## src/rtl/crom_loader.sv

```systemverilog
// Streams a ROM image into the cartridge over a Wishbone master port, writes the
// bank control register, and can read the image back to compare 8-bit checksums.
module crom_loader #(
    parameter int unsigned ACK_TIMEOUT = 255
) (
    input  logic        clk,
    input  logic        reset_n,
    input  logic        start,
    input  logic [14:0] length,
    input  logic        verify,
    input  logic        cfg_banked,
    input  logic        cfg_bank,
    input  logic [7:0]  s_data,
    input  logic        s_valid,
    output logic        s_ready,
    output logic        busy,
    output logic        done,
    output logic        error,
    output logic [17:0] wb_adr_o,
    output logic [7:0]  wb_dat_o,
    input  logic [7:0]  wb_dat_i,
    output logic        wb_we_o,
    output logic [0:0]  wb_sel_o,
    output logic        wb_stb_o,
    output logic        wb_cyc_o,
    input  logic        wb_ack_i
);

    localparam int unsigned TW      = (ACK_TIMEOUT < 2) ? 1 : $clog2(ACK_TIMEOUT);
    localparam logic [14:0] MAX_LEN = 15'd16384;

    typedef enum logic [2:0] {IDLE, FETCH, WRITE, CTRL, VREAD, FINISH} state_t;

    state_t        state, next_state;
    logic [14:0]   len_q, addr_q;
    logic          verify_q, banked_q, bank_q;
    logic [7:0]    byte_q, wr_sum, rd_sum, rd_sum_next;
    logic          gap_q, done_q, error_q;
    logic [TW-1:0] ack_timer;
    logic          in_bus, bus_ack, timeout, last_beat, start_ok;

    assign in_bus      = state inside {WRITE, CTRL, VREAD};
    // The slave acks at most every other cycle, so every ack is followed by one cycle with stb low.
    assign wb_stb_o    = in_bus && !gap_q;
    assign wb_cyc_o    = wb_stb_o;
    assign wb_we_o     = wb_stb_o && (state != VREAD);
    assign wb_sel_o[0] = wb_stb_o;
    assign bus_ack     = wb_stb_o && wb_ack_i;
    assign timeout     = wb_stb_o && !wb_ack_i && (ack_timer == TW'(ACK_TIMEOUT - 1));
    assign last_beat   = (addr_q + 15'd1) == len_q;
    assign start_ok    = (length != 15'd0) && (length <= MAX_LEN);
    assign rd_sum_next = rd_sum + wb_dat_i;

    assign s_ready = (state == FETCH);
    assign busy    = state inside {FETCH, WRITE, CTRL, VREAD};
    assign done    = (state == FINISH) || done_q;
    assign error   = error_q;

    always_ff @(posedge clk) begin
        if (!reset_n) state <= IDLE;
        else          state <= next_state;
    end

    always_comb begin
        // NOTE: every always_comb output gets a default first so no path can infer a latch.
        next_state = state;
        case (state)
            IDLE:   if (start && start_ok) next_state = FETCH;
            FETCH:  if (s_valid) next_state = WRITE;
            WRITE: begin
                if (timeout)      next_state = IDLE;
                else if (bus_ack) next_state = last_beat ? CTRL : FETCH;
            end
            CTRL: begin
                if (timeout)      next_state = IDLE;
                else if (bus_ack) next_state = verify_q ? VREAD : FINISH;
            end
            VREAD: begin
                if (timeout)                   next_state = IDLE;
                else if (bus_ack && last_beat) next_state = FINISH;
            end
            FINISH:  next_state = IDLE;
            default: next_state = IDLE;
        endcase
    end

    // Bus bit 17 is the control-register select; the data address sits in the low 14 bits.
    always_comb begin
        wb_adr_o = '0;
        wb_dat_o = '0;
        case (state)
            WRITE: begin
                wb_adr_o = {4'b0000, addr_q[13:0]};
                wb_dat_o = byte_q;
            end
            VREAD: wb_adr_o = {4'b0000, addr_q[13:0]};
            CTRL: begin
                wb_adr_o = 18'h20000;
                wb_dat_o = {3'b000, bank_q, 3'b000, banked_q};
            end
            default: ;
        endcase
    end

    always_ff @(posedge clk) begin
        if (!reset_n) begin
            len_q     <= '0;
            addr_q    <= '0;
            verify_q  <= 1'b0;
            banked_q  <= 1'b0;
            bank_q    <= 1'b0;
            byte_q    <= '0;
            wr_sum    <= '0;
            rd_sum    <= '0;
            gap_q     <= 1'b0;
            done_q    <= 1'b0;
            error_q   <= 1'b0;
            ack_timer <= '0;
        end else begin
            gap_q     <= bus_ack;
            done_q    <= 1'b0;
            ack_timer <= (wb_stb_o && !wb_ack_i) ? ack_timer + 1'b1 : '0;

            case (state)
                IDLE: begin
                    if (start && start_ok) begin
                        len_q    <= length;
                        verify_q <= verify;
                        banked_q <= cfg_banked;
                        bank_q   <= cfg_bank;
                        addr_q   <= '0;
                        wr_sum   <= '0;
                        rd_sum   <= '0;
                        error_q  <= 1'b0;
                    end else if (start) begin
                        done_q  <= 1'b1;
                        error_q <= 1'b1;
                    end
                end
                FETCH: begin
                    if (s_valid) begin
                        byte_q <= s_data;
                        wr_sum <= wr_sum + s_data;
                    end
                end
                WRITE: if (bus_ack) addr_q <= addr_q + 15'd1;
                CTRL:  if (bus_ack) addr_q <= '0;
                VREAD: begin
                    if (bus_ack) begin
                        addr_q <= addr_q + 15'd1;
                        rd_sum <= rd_sum_next;
                        // Flag the mismatch on the last read so error is valid alongside done.
                        if (last_beat) error_q <= (rd_sum_next != wr_sum);
                    end
                end
                default: ;
            endcase

            if (timeout) begin
                done_q  <= 1'b1;
                error_q <= 1'b1;
            end
        end
    end

endmodule

```

## config.mk

```make
export PLATFORM = sky130hd
export DESIGN_NAME = crom_loader
export DESIGN_NICKNAME = d
export VERILOG_FILES = /design/src/rtl/crom_loader.sv
export SDC_FILE = /design/constraint.sdc
export NUM_CORES = 1
export LEC_CHECK = 0
export CAP_MARGIN = 5
export CELL_PAD_IN_SITES_DETAIL_PLACEMENT = 1
export CELL_PAD_IN_SITES_GLOBAL_PLACEMENT = 1
export CORE_UTILIZATION = 39
export CTS_BUF_LIST = sky130_fd_sc_hd__clkbuf_16
export CTS_CLUSTER_DIAMETER = 200
export CTS_CLUSTER_SIZE = 25
export DETAILED_ROUTE_END_ITERATION = 8
export PLACE_DENSITY = 0.9
export SLEW_MARGIN = 40
export SYNTH_ARGS = -nofsm -noshare
export SYNTH_HDL_FRONTEND = slang
export SYNTH_SLANG_ARGS = --single-unit
```

## constraint.sdc

```tcl
create_clock -name clk -period 4 [get_ports clk]
set_input_delay 0.8 -clock clk [delete_from_list [all_inputs] [get_ports clk]]
set_output_delay 0.8 -clock clk [all_outputs]
set_load 0.005 [all_outputs]
```

==> impl_metrics.json <==
{
  "p_comb_share_pct": 20.0,
  "p_sw_w": 0.0005995,
  "pre_cts_slack_ns": 0.2405,
  "synth.distinct_cells": 63,
  "synth.most_common_cell": "nand2_1",
  "reg2reg_depth": 9,
  "insertion_delay_ns": 0.35,
  "die_h_um": 108.9,
  "cp_num_buf_inv": 1,
  "power_density_mw_per_mm2": 371.9,
  "post-route-period-util_pct": 86.48,
  "relSlewSlack_pct": 55.30,
  "gp_congestion": 0.8794,
  "grt_pass1_vias": 4715,
  "final_max_slew_viol_count": 0,
  "grt_max_degree": 48,
  "core_mm2": 0.01098,
  "fin_nets": 701,
  "area_growth_pct": 23.80,
  "async_flop_share_pct": 0,
  "wire_per_inst_um": 18.80,
  "drtPass1Iterations": 4,
  "seqPwrFrac_pct": 37.8,
  "reg2reg_slack_ns": 0.80,
  "critical_path_class": "in2reg",
  "numCtsBuffers": 9,
  "fmax_mhz": 289.1,
  "timing.setup.tns_ns": 0,
  "path_cells": "clkdlybuf4s50_1, ha_1, fa_1, a211o_1, nand3_1, o22ai_1, nor3_2, nand3_1, nor4_1, or4b_1, and3_1",
  "ant_nets": 0,
  "max_stage_delay_ns": 0.44,
  "pin_count": 73,
  "switching_share_pct": 29.21,
  "hold_buffers": 0,
  "dp_hpwl_um": 10630,
  "grt_overflow": 0,
  "start_util_pct": 40.59,
  "antenna_found_initial": 0,
  "ys_ff_latch": 71,
  "synth.area.top_cells": "dfxtp_1 32%, nand2_1 7.0%, a21oi_1 6.7%",
  "fp.dieW_um": 108.9,
  "yosysTopAreaCell": "dfxtp_1",
  "tightest_slew_ns": 0.6698,
  "syn_avg_cell_area_um2": 7.543,
  "worst-endpoint-arrival_ns": 3.69,
  "hold_end": "byte_q[5]",
  "drc_errors": 0,
  "ctsResizeCount": 0,
  "clk_pin_slew_ns": 0.06,
  "syn_inst": 591,
  "power.leakage_nw": 2.010,
  "hold_path.class": "reg2reg",
  "vias": 4534,
  "path_common_cell": "nand3_1",
  "synth_flop_cell": "dfxtp_1",
  "die_area_mm2": 0.01186,
  "worstHoldPathCells": 2,
  "intPower_w": 0.001453,
  "rows": 38,
  "grt_pass1_wl_um": 23980,
  "synth_edf_count": 0,
  "cp_slowest_cell": "or4b_1",
  "worstSetupStartpointType": "input port",
  "cp_top_family": "simple AND/OR/NAND/NOR gates",
  "drive_above_1_share_pct": 5.864,
  "yosysTopAreaCellShare_pct": 31.88,
  "cp.required_ns": 4.23,
  "cts_tree": "yes",
  "grt.total_usage_pct": 26.31,
  "hold_viol_final": 0,
  "yosys_warnings": 0,
  "grt_setup_unrepaired": "no",
  "postCtsSetupBuffers": 0,
  "port_buffers": 69,
  "fill_cells": 1364,
  "cts-root-buf": "clkbuf_16",
  "r2r-end": "error",
  "clkPwrFrac_pct": 42.2,
  "ys_seq_area_share_pct": 31.88,
  "htreeDepth": 3,
  "drt-total-wl_um": 14820,
  "r2r_start": "addr_q[0]",
  "setup_viol": 0,
  "diodes": 0,
  "endpoint_kind": "register",
  "vias_per_cell": 5.754,
  "ys_top_cells_by_count": "83 x nand2_1, 71 x dfxtp_1, 63 x nor2_1, 60 x a21oi_1, 32 x o21ai_0",
  "min_from": "byte_q[5]",
  "post-route-min-period_ns": 3.459,
  "synth_area_mm2": 0.004458,
  "outcome": "finished clean",
  "clock_sinks": 71,
  "fin_skew_ns": 0.006225,
  "fin_ws_ns": 0.5408,
  "drtIter0Drc": 174,
  "crit_fanout": 5,
  "ir_drop_uv": 215.1,
  "cap_violations": 0,
  "cts_buffer_depth": 2
}
[power groups by stage]
stage          combinational [W]  clock [W]  sequential [W]
6_report                0.000410   0.000867        0.000776
2_1_floorplan           0.000250          0        0.000776
3_5_place_dp            0.000398          0        0.000789
4_1_cts                 0.000409   0.000877        0.000775
3_3_place_gp            0.000378          0        0.000786
5_1_grt                 0.000445   0.000910        0.000779
[area by class of cell]
class                      count  area (um^2)  share of cell area (%)
clock inverter                 7        87.58                   1.587
clock buffer                   9        225.2                   4.081
tap                          140        175.2                   3.174
timing repair buffer          78        758.2                   13.74
sequential                    71         1421                   25.75
inverter                      10        37.54                  0.6801
multi-input combinational    473         2814                   50.99
[tightest hold or removal path, cell delays in order (launching register included)]
cell and delay (ns):
dfxtp_1 0.30, nand2_1 0.05, a21oi_1 0.05
[placed cells by master (no fill, tap or decap), types with 3 or more instances in the layout]
cell	count
clkdlybuf4s50_1	69
and2_1	10
o21bai_1	3
clkinv_1	3
nor4_1	8
and3_1	9
inv_1	9
o21a_1	3
nor3_1	15
a31oi_1	5
nor2_1	62
nand3_1	28
ha_1	17
a211oi_1	4
mux2i_1	5
a21oi_1	60
clkbuf_16	9
a21o_1	4
o22ai_1	3
conb_1	3
o31ai_1	5
dfxtp_1	71
xnor2_1	28
nand4_1	11
buf_4	9
nand2_1	83
nor2b_1	18
xor2_1	15
o21ai_0	32
[how the worst max path moves through the flow]
| stage | startpoint | to | slack, ns | cells past startpoint |
|---|---|---|---|---|
| final | wb_dat_i[0] | error | 0.54 | 11 |
| after global routing | wb_dat_i[0] | error | 0.39 | 11 |
| after CTS | wb_dat_i[0] | error | 0.57 | 11 |
| after detailed placement | wb_dat_i[0] | error | 0.24 | 11 |
| after global placement | wb_dat_i[0] | error | 0.30 | 11 |
| after floorplan | wb_dat_i[0] | error | 0.86 | 10 |
[cells by family (layout without fill, tap and decap cells)]
| kind of cell | Yosys count | in the layout | synth area share [%] |
|---|---|---|---|
| AOI/OAI and AO/OA | 135 | 135 | 17.74 |
| xor gates and xnor gates | 43 | 43 | 8.448 |
| adders and majority gates | 19 | 19 | 5.669 |
| buffers and inverters | 49 | 104 | 5.220 |
| DFF | 71 | 71 | 31.88 |
| muxes | 5 | 5 | 1.123 |
| other | 1 | 3 | 0.08412 |
| and+or+nand+nor | 268 | 268 | 29.83 |
[routing by layer]
| layer | vias up | part of all wire, % | GRT usage, % |
|---|---|---|---|
| met5 | - | 0 | 0 |
| met4 | 0 | 3.1 | 11.58 |
| met3 | 35 | 4.3 | 4.603 |
| met2 | 113 | 50 | 46.18 |
| met1 | 2218 | 43 | 31.18 |
| li1 | 2168 | - | - |
[through the flow]
| stage | util, % | total power [W] | instances | cell area, um^2 | hold slack, ns |
|---|---|---|---|---|---|
| 2_1_floorplan | - | 0.001026 | 593 | 4466 | 0.4317 |
| 3_3_place_gp | 47.38 | 0.001165 | 772 | 5204 | 0.4430 |
| 3_5_place_dp | 47.40 | 0.001187 | 772 | 5206 | 0.4491 |
| 4_1_cts | 50.25 | 0.002060 | 788 | 5519 | 0.4556 |
| 5_1_grt | 50.25 | 0.002135 | 788 | 5519 | 0.4811 |
| 6_report | 50.25 | 0.002052 | 788 | 5519 | 0.4504 |
[registers in the layout, summed over array words and instances, names as in the netlist]
signal     count
ack_timer      8
addr_q        15
bank_q         1
banked_q       1
byte_q         8
done_q         1
error          1
gap_q          1
len_q         15
rd_sum         8
state          3
verify_q       1
wr_sum         8
(Power assumes the default switching activity.)
==> RTL change: new RTL, config.mk and constraints unchanged <==
Register the inputs `cfg_banked` and `cfg_bank` before use. The logic sees them one clock later. The other inputs are not delayed to match.
--- a/src/rtl/crom_loader.sv
+++ b/src/rtl/crom_loader.sv
@@ -30,6 +30,14 @@
     localparam logic [14:0] MAX_LEN = 15'd16384;
 
     typedef enum logic [2:0] {IDLE, FETCH, WRITE, CTRL, VREAD, FINISH} state_t;
+
+    logic cfg_banked_q;
+    logic cfg_bank_q;
+
+    always_ff @(posedge clk) begin
+        cfg_banked_q <= cfg_banked;
+        cfg_bank_q   <= cfg_bank;
+    end
 
     state_t        state, next_state;
     logic [14:0]   len_q, addr_q;
@@ -126,8 +134,8 @@
                     if (start && start_ok) begin
                         len_q    <= length;
                         verify_q <= verify;
-                        banked_q <= cfg_banked;
-                        bank_q   <= cfg_bank;
+                        banked_q <= cfg_banked_q;
+                        bank_q   <= cfg_bank_q;
                         addr_q   <= '0;
                         wr_sum   <= '0;
                         rd_sum   <= '0;
Behaviour: not the same (Yosys sat finds a counterexample within 4 cycles, from zero or initial values and one cycle with reset_n low).
==> RTL change against the original RTL <==
Power fell by 11%; setup slack gained 0.19 ns; critical path depth is 6 lower; global-route usage decreased by 2.4 points; cell area decreased by 1.8%; area after synthesis decreased by 2.1%; register-to-register slack improved by 0.49 ns; first-iteration DRC count increased by 4.6%; core utilization down 0.46 points; sequential cell count is 2 higher; highest routed layer unchanged; routed wire length fell by 12%; via count decreased by 6.3%; non-clock buffer count shrank 1.
==> RTL change: results <==
export IMPL_grtUsageMet3=0.02542
export IMPL_ys_seq_area_frac=0.3348
export IMPL_fillCellCount=1337
export IMPL_use_met2=0.4272
export IMPL_clk_share=0.05031
export IMPL_cp_endpoint="wb_adr_o[3]"
export IMPL_ir_drop_v=0.0002089
export IMPL_multi_input_area_share=0.5031
export IMPL_routed_wl_met3_um=348
export IMPL_num_nets_final=680
export IMPL_multi_input_cells=452
export IMPL_synth_seq_cells=73
export IMPL_synth_area_leaders="dfxtp_1 (33%), nand2_1 (7.7%), a21oi_1 (6.3%), xnor2_1 (6.0%), ha_1 (4.9%)"
export IMPL_cp_startpoint="state[0]$_SDFFE_PN0P_"
export IMPL_syn_to_final_growth_pct=24.19
export IMPL_min_delay_start="byte_q[6]$_SDFFE_PN0P_"
export IMPL_grt_usage=0.2391
export IMPL_sh_seq_area=0.2696
export IMPL_grt_pass1_vias=4380
export IMPL_drive_gt1_frac=0.06380
export IMPL_synth_common_cells="nand2_1 (89), dfxtp_1 (73), a21oi_1 (55)"
export IMPL_dp_hpwl_um=9875
export IMPL_status="completed"
export IMPL_p_leak_nw=1.979
export IMPL_skew_ns=0.006136
export IMPL_rr_startpoint="wr_sum[1]$_SDFFE_PN0P_"
export IMPL_r2r_end="wr_sum[7]$_SDFFE_PN0P_"
export IMPL_wl_met2_um=6771
export IMPL_met1_length_um=5751
export IMPL_place_area_mm2=0.005144
==> RTL change: through the flow <==
stage,worst slack [ns],instances
3_5_place_dp,0.5684,751
6_report,0.7319,767
5_1_grt,0.6330,767
4_1_cts,0.7430,767
2_1_floorplan,1.348,564
3_3_place_gp,0.7062,751
==> RTL change: power by group <==
part	leakage, nW	switching, mW	internal (mW)
clock	0.123	0.334	0.417
sequential	0.592	0.0300	0.752
combinational	1.26	0.156	0.128
total	1.98	0.520	1.30
==> RTL change: logic make-up after synthesis <==
family	share of synthesized area
XOR/XNOR	0.1003
adder cells (fa/ha/maj)	0.05790
other	0.0008590
multiplexers	0.01404
buffers and inverters	0.04414
AND/OR/NAND/NOR	0.2800
flip-flops	0.3348
AO/OA/AOI/OAI	0.1680
==> RTL change: worst max-delay path, cell delays in order, from the launching register on <==
cell and delay (ns):
dfxtp_1 0.74, nand2b_1 0.37, o21ai_1 0.12, buf_4 0.24, and2_2 0.21, clkdlybuf4s50_1 0.44
